File: config.mk
export PLATFORM = sky130hd
export DESIGN_NAME = mem_stage_sequencer
export DESIGN_NICKNAME = d
export VERILOG_FILES = /design/src/rtl/mem_stage_sequencer_pkg.sv /design/src/rtl/seq_wait_counter.sv /design/src/rtl/mem_stage_sequencer.sv
export SDC_FILE = /design/constraint.sdc
export NUM_CORES = 1
export LEC_CHECK = 0
export CORE_MARGIN = 3
export CORE_UTILIZATION = 35
export CTS_CLUSTER_SIZE = 10
export DETAILED_ROUTE_END_ITERATION = 8
export PLACE_DENSITY_LB_ADDON = 0.12
export SYNTH_ARGS = -nofsm -noshare
export SYNTH_HDL_FRONTEND = slang
export SYNTH_SLANG_ARGS = --single-unit
export TNS_END_PERCENT = 10
File: constraint.sdc
create_clock -name clk -period 1.7 [get_ports clk]
set_input_delay 0.34 -clock clk [delete_from_list [all_inputs] [get_ports clk]]
set_output_delay 0.34 -clock clk [all_outputs]
set_load 0.02 [all_outputs]
File: src/rtl/mem_stage_sequencer_pkg.sv
// Shared definitions for the MEM-stage sequencer.
//  - state_e: FSM state encoding (2'd3 is unused and decodes back to StRun).
//  - Default parameter values for the sequencer and its wait counter.
package mem_stage_sequencer_pkg;

  typedef enum logic [1:0] {
    StRun     = 2'd0,
    StMemWait = 2'd1,
    StFlush   = 2'd2
  } state_e;

  localparam int unsigned DefTimeoutW    = 8;
  localparam int unsigned DefMemTimeout  = 255;
  localparam int unsigned DefFlushCycles = 1;

endpackage

File: src/rtl/seq_wait_counter.sv
// Wait/flush-length counter for the MEM-stage sequencer.
// Ports:
//  clk      rising-edge clock
//  reset    asynchronous active-low reset
//  clear_i  synchronous clear to 0 (wins over en_i)
//  en_i     count up by one, saturating at all-ones
//  term_i   terminal value to compare against
//  tc_o     current count equals term_i
module seq_wait_counter #(
  parameter int unsigned Width = 8
) (
  input  logic             clk,
  input  logic             reset,
  input  logic             clear_i,
  input  logic             en_i,
  input  logic [Width-1:0] term_i,
  output logic             tc_o
);

  logic [Width-1:0] cnt_d, cnt_q;

  always_comb begin
    cnt_d = cnt_q;
    if (clear_i) begin
      cnt_d = '0;
    end else if (en_i && (cnt_q != {Width{1'b1}})) begin
      cnt_d = cnt_q + 1'b1;
    end
  end

  always_ff @(posedge clk or negedge reset) begin
    if (!reset) begin
      cnt_q <= '0;
    end else begin
      cnt_q <= cnt_d;
    end
  end

  assign tc_o = (cnt_q == term_i);

endmodule

File: src/rtl/mem_stage_sequencer.sv
// MEM-stage sequencer: runs the data-memory request/ack handshake, stalls the
// front of the pipeline while an access waits, bubbles MEM/WB, and drives the
// pipeline-wide interrupt flush (with EPC capture).
// Ports:
//  clk, reset          clock, asynchronous active-low reset
//  mem_access_m        instruction in MEM is a load/store
//  mem_ready           data memory completes the access this cycle
//  interrupt_in        masked interrupt level from CP0
//  mem_req             access request, held until mem_ready
//  stall_pipe          freeze PC, IF/ID, ID/EX, EX/MEM
//  bubble_w            clear MEM/WB control this cycle
//  interrupt_request   flush all stage carriers
//  epc_we              CP0 captures EPC from the MEM-stage PC
//  bus_error           one-cycle pulse on access timeout
//  state_o             current FSM state (debug)
module mem_stage_sequencer
  import mem_stage_sequencer_pkg::*;
#(
  parameter int unsigned TIMEOUT_W    = DefTimeoutW,
  parameter int unsigned MEM_TIMEOUT  = DefMemTimeout,
  parameter int unsigned FLUSH_CYCLES = DefFlushCycles
) (
  input  logic       clk,
  input  logic       reset,
  input  logic       mem_access_m,
  input  logic       mem_ready,
  input  logic       interrupt_in,
  output logic       mem_req,
  output logic       stall_pipe,
  output logic       bubble_w,
  output logic       interrupt_request,
  output logic       epc_we,
  output logic       bus_error,
  output logic [1:0] state_o
);

  localparam logic [TIMEOUT_W-1:0] TimeoutTerm = TIMEOUT_W'(MEM_TIMEOUT - 1);
  localparam logic [TIMEOUT_W-1:0] FlushTerm   = TIMEOUT_W'(FLUSH_CYCLES - 1);

  state_e state_d, state_q;
  logic   pending_d, pending_q;

  logic                 cnt_clr, cnt_en, cnt_tc;
  logic [TIMEOUT_W-1:0] cnt_term;

  logic req, stall, bubble, ireq, epc, berr;

  seq_wait_counter #(
    .Width(TIMEOUT_W)
  ) u_wait_counter (
    .clk    (clk),
    .reset  (reset),
    .clear_i(cnt_clr),
    .en_i   (cnt_en),
    .term_i (cnt_term),
    .tc_o   (cnt_tc)
  );

  always_comb begin
    state_d   = state_q;
    pending_d = pending_q;
    cnt_clr   = 1'b0;
    cnt_en    = 1'b0;
    cnt_term  = TimeoutTerm;
    req       = 1'b0;
    stall     = 1'b0;
    bubble    = 1'b0;
    ireq      = 1'b0;
    epc       = 1'b0;
    berr      = 1'b0;

    case (state_q)
      StRun: begin
        // A live interrupt level counts as pending in RUN: no new access is
        // issued, and this cycle is the single RUN cycle of interrupt entry.
        if (pending_q || interrupt_in) begin
          stall   = 1'b1;
          bubble  = 1'b1;
          state_d = StFlush;
          cnt_clr = 1'b1;
        end else if (mem_access_m) begin
          req = 1'b1;
          if (!mem_ready) begin
            stall   = 1'b1;
            bubble  = 1'b1;
            state_d = StMemWait;
            cnt_clr = 1'b1;
          end
        end
      end

      StMemWait: begin
        req    = 1'b1;
        cnt_en = 1'b1;
        // Interrupts never abort an access in flight; remember them instead.
        if (interrupt_in) begin
          pending_d = 1'b1;
        end
        if (mem_ready) begin
          state_d = StRun;
        end else if (cnt_tc) begin
          // Faulting instruction must not reach WB, so keep it bubbled.
          berr    = 1'b1;
          stall   = 1'b1;
          bubble  = 1'b1;
          state_d = StFlush;
          cnt_clr = 1'b1;
        end else begin
          stall  = 1'b1;
          bubble = 1'b1;
        end
      end

      StFlush: begin
        ireq     = 1'b1;
        epc      = 1'b1;
        cnt_en   = 1'b1;
        cnt_term = FlushTerm;
        if (cnt_tc) begin
          state_d = StRun;
        end
      end

      default: begin
        state_d = StRun;
      end
    endcase

    // Entering FLUSH services whatever was pending.
    if ((state_d == StFlush) && (state_q != StFlush)) begin
      pending_d = 1'b0;
    end
  end

  always_ff @(posedge clk or negedge reset) begin
    if (!reset) begin
      state_q   <= StRun;
      pending_q <= 1'b0;
    end else begin
      state_q   <= state_d;
      pending_q <= pending_d;
    end
  end

  // Outputs are forced low while reset is asserted, even if MEM holds an
  // access, so mem_req drops immediately.
  assign mem_req           = req & reset;
  assign stall_pipe        = stall & reset;
  assign bubble_w          = bubble & reset;
  assign interrupt_request = ireq & reset;
  assign epc_we            = epc & reset;
  assign bus_error         = berr & reset;
  assign state_o           = state_q;

endmodule

======== Word level (Yosys, flattened, before mapping) ========
Cells that the tools add are included.
word-level totals
  input bits .............................. 5
  register bits ........................... 11
  logic and storage cells ................. 49
  output and inout bits ................... 8
operators by class
  reduce and logical (&&, ||, !) cells .... 9
  mux-type cells .......................... 26
  $add $sub $neg .......................... 1
  bitwise gates (word level) .............. 4
  equality and inequality tests ........... 6
operator list
  operator               count
  $mux W8                3
  $mux W1                13
  $mux W2                6
  $add A8 B1 Y8 const B  1
  $eq A8 B8 Y1           1
  $ne A8 B8 Y1 const B   1
  $pmux W1 S2            3
  $pmux W2 S3            1
  $reduce_bool A2 Y1     3
  $and A1 B1 Y1          4
  $eq A2 B2 Y1 const B   2
  $eq A2 B1 Y1 const B   1
  $logic_and A1 B1 Y1    2
  $logic_not A2 Y1       1
  $ne A2 B2 Y1 const B   1
  $reduce_and A2 Y1      1
  $reduce_or A2 Y1       1
  $logic_or A1 B1 Y1     1

======== Logic depth before layout (Yosys ltp) ========
  word-level depth ........................ 10
  gate-level depth with buffers ........... 6
  mapped depth without buffers ............ 6

======== By module ========
Synthesis repeated with hierarchy kept, for this count alone.
unflattened totals
  cells, all modules ...................... 96
  area, all modules ....................... 933.4 sq um
modules (own cells, without submodules)
  module               cells each  area each (sq um)  instances
  seq_wait_counter     59          603.1              1
  mem_stage_sequencer  37          330.3              1

======== Worst setup path after synthesis ========
Ideal clock, no wire load.
  path kind ............................... register to output
  start point ............................. reg state_q[0] (netlist: state_o[0])
  end point ............................... out stall_pipe
  arrival ................................. 1.836 ns
  stages on the path, launching flop included .. 6
  data required time ...................... 1.360 ns
  path buffers ............................ 1
  setup slack ............................. -0.476 ns
  path through ............................ dfrtp_1 > inv_1 > ha_1 > o21ai_0 > a21boi_0 > buf_4
between the ends
  word-level cells in the longest chain between the ends .. 3
  elaborated cells on any way between the ends .. 4
RTL lines
  item                                                     line                        RTL
  start: declaration                                       mem_stage_sequencer.sv:40   state_e state_d, state_q;
  start signal: assignment                                 mem_stage_sequencer.sv:137  state_q <= StRun;
  start signal: assignment                                 mem_stage_sequencer.sv:140  state_q <= state_d;
  $eq A2 B1 Y1 / $logic_not A2 Y1 (equally long branches)  n/a
  $pmux W1 S2 (*)                                          n/a
  $and A1 B1 Y1 (*)                                        n/a
  end: declaration                                         mem_stage_sequencer.sv:29   output logic stall_pipe,
Mark *: on every way between the ends. The rest lies on a longest branch, timed or not.

======== Final worst setup path ========
  start point ............................. reg state_q[1] (netlist: state_o[1])
  end point ............................... out bus_error
between the ends
  word-level cells in the longest chain between the ends .. 7
  elaborated cells on any way between the ends .. 8
RTL lines
  item               line                        RTL
  $eq A2 B2 Y1       mem_stage_sequencer.sv:72   case (state_q)
  $mux W8            mem_stage_sequencer.sv:72
  $eq A8 B8 Y1       seq_wait_counter.sv:39      assign tc_o = (cnt_q == term_i);
  $mux W1            mem_stage_sequencer.sv:101  end else if (cnt_tc) begin
  $mux W1            mem_stage_sequencer.sv:99   if (mem_ready) begin
  $mux W1 (*)        mem_stage_sequencer.sv:72
  $and A1 B1 Y1 (*)  mem_stage_sequencer.sv:152  assign bus_error = berr & reset;
  end: declaration   mem_stage_sequencer.sv:33   output logic bus_error,
Marks and branches as above.

==> impl_results.md <==
* Status: finished, violations left
* Failing checks: negative setup slack
* Chip height at about 55 um
* Hold Violations, Final at 0
* RR Startpoint: state_o[1]
* Sequential fraction of the synthesis area at 33.2%
* Vias at approximately 860
* Synthesized cell area at 828 sq um
* Share of the synthesized area in the top cell type at between 30% and 40%
* Core ar. at ~0.0021 sq mm
* Drt drc at 0
* Synth Area in Adders at under 10%
* Layout fillers at roughly 180
* Ant. Diodes at 0
* Die area at about 0.003 sq mm
* Final HPWL DP at ~1700 um
* Synth Area in Simple Gates at about a quarter
* Rows at 16
* Ys Warns at 0
* CP startpoint: state_o[1]
* Post-synthesis compound-gate area fraction at between 20% and 30%
* Max cap viols at 0
* Initial antenna violation count at 0
* Metal2 WL at between 1000 and 1500 um
* Placed Instances at around 160
* Most used DFF post-synth: dfrtp_1
* Placer's final routability congestion estimate at between 0.7 and 0.8
* Vias per cell at about 5.2
* Most frequent cells in the layout: 35 x buf_4, 10 x dfrtp_1, 7 x nor2_1, 6 x a21oi_1
* Leak at 0.614 nW
* Largest family of logic cells by synthesized area: compound AO/OA/AOI/OAI gates
* Slew Limit Fails at 0
* First-pass GRT wire length at 3640 um
* Async SR Flop Fraction at between 90% and 100%
* 1st-pass router iterations at 4
* Synth-to-Final Area Change at 61.2%
* RSZ-0062 raised after global routing: true
* Crit. End Element: output port
* Total CTS buffers at 3
* Syn_area_per_cell at between 9 and 10 sq um
* Worst-skew pair later-pin latency at ~0.27 ns
* Top Metal Used: met4
* Register bit total from synthesis at 11
* Maximum VDD drop at 880 uV
* XOR/XNOR share of the synthesized area at between 1 and 1.5%
* Total gr overflow at 0
* Nets at approximately 150
* Layout cells sized above 1 at around 46%
* Cells after Synth at around 90
* FMAX at 493 MHz
* Yosys cell types at 37
* Clock sink total at 11
* Area of the multi-input gates at between 500 and 600 sq um
* Post-synth EDFFs at 0
* R2R Setup Slk at -0.19 ns
* Clock transition at path regs at 0.07 ns
* Data required time of the worst path at roughly 1.4 ns
* CTS tree: yes
* Most common cell after layout, fill and taps aside: buf_4
* Top cell type by total area after synthesis: dfrtp_1
* Min Tclk post-route at ~2.0 ns
* # setup viols final at 14
* GRT Util Overall at between 10% and 20%
* Worst Hold Class: in2async
* Top cells by area, synth: dfrtp_1 33%, ha_1 7.6%, a21oi_1 3.6%
* TNS Setup at -2.33 ns
* Fin cells at between 150 and 200
* Antenna-violating nets left at 0
* Die width at between 50 and 60 um
* Pwr Density at roughly 1400 mW/mm^2
* Tightest Pin Transition at 0.331 ns
* PortBufs at 12
* Pin count of the biggest net entering global routing at 9
* Starting density of the core at 39.4%
* Post-Route WL at approximately 2200 um
* Part of the cycle the worst path needs at 119%
* Final core utilization at 63.5%
* Worst rel slew slack at 77.6%
* Initial detailed-routing violation count at 35
* CP arrival at about 1.7 ns
* H-tree Lvls at 1
* Number of global-route vias before repair at 800
* WL/cell at between 10 and 15 um
* Fin Clk Skew at roughly 0.0087 ns
* Setup CP Type: reg2out
* Synthesized Nets at ~100
* PnR worst setup slack at -0.330 ns
* Multiplexer area fraction after synthesis at under 10%
* CTS Root Cell: clkbuf_4
* Worst-path maximum fanout at 5
* Hold buffer count at CTS at 0
* Wire length on met1 at approximately 1100 um
* Max Root-Sink Buffers at 2
* Startpoint Class: flop
* Metal3 WL at around 74 um
* Storage element area at between 200 and 300 sq um
* Top-Level Pins at 13
==> cell usage after synthesis (2+ instances only) <==
library cell	number
buf_4	2
clkbuf_1	2
a21oi_1	6
a211oi_1	4
o21ai_0	2
nand2_1	5
dfrtp_1	11
ha_1	5
nor3_1	5
o21a_1	2
nor2b_1	4
a41oi_1	3
nor2_1	7
nand3_1	3
inv_1	6
==> power by group <==
part	leakage (nW)	internal [mW]	total [mW]	switching [mW]
Sequential	0.149	0.310	0.344	0.0338
Combinational	0.450	0.689	1.29	0.600
Clock	0.0150	0.0909	0.176	0.0855
Total	0.614	1.09	1.81	0.719
==> layer usage <==
metal  track usage, %  vias up
li1                 -      432
met3             4.09        4
met4             4.98        0
met5                0        -
met2             28.0       14
met1             22.6      414
==> through the flow <==
stage | instance area [sq um] | worst slack [ns] | power [mW] | hold slack (ns)
after detailed placement | 1230 | -0.577 | 1.48 | 0.654
after CTS | 1310 | -0.402 | 1.76 | 0.483
after global placement | 1230 | -0.578 | 1.46 | 0.642
after global routing | 1340 | -0.406 | 1.94 | 0.498
final | 1340 | -0.330 | 1.81 | 0.483
after floorplan | 856 | -0.0993 | 0.980 | 0.0444
==> flip-flops by register name, indices dropped and copies added, names as in the netlist <==
signal and cells:
pending_q 1, state_o 2, u_wait_counter.cnt_q 8
==> worst max-delay path, stage by stage, from the launching register on <==
cell	delay (ns)
dfrtp_1	0.41
ha_4	0.20
buf_12	0.12
mux2i_4	0.18
nor3_4	0.19
and3_4	0.20
buf_6	0.11
==> final cells by class <==
cell class | instances | area share (%)
Clock buffer | 4 | 1.97
Sequential cell | 11 | 20.7
Tap cell | 27 | 2.53
Timing Repair Buffer | 49 | 30.5
Inverter | 6 | 1.69
Multi-Input combinational cell | 68 | 42.6
==> cell families (layout without fill, tap and decap cells) <==
kind of cell | Yosys count | in the layout
simple gates | 33 | 33
compound gates | 27 | 27
flops | 11 | 11
buf+inv | 10 | 59
fa+ha+maj | 5 | 5
mux | 2 | 2
xor+xnor | 1 | 1
==> worst paths after layout <==
check,to,cells past startpoint
max,bus_error,6
min,pending_q,2
max reg2reg,u_wait_counter.cnt_q[5],8
min reg2reg,u_wait_counter.cnt_q[1],3
max in group asynchronous,state_o[0],2
min in group clk,u_wait_counter.cnt_q[1],3
==> what timing repair did <==
| item | CTS | global route |
|---|---|---|
| setup buffers | 3 | 2 |
| pin swaps | 7 | 4 |
| resized for setup | 35 | 8 |
| setup endpoints to repair | 17 | 17 |
No activity file was read; power rests on OpenSTA's default activity.
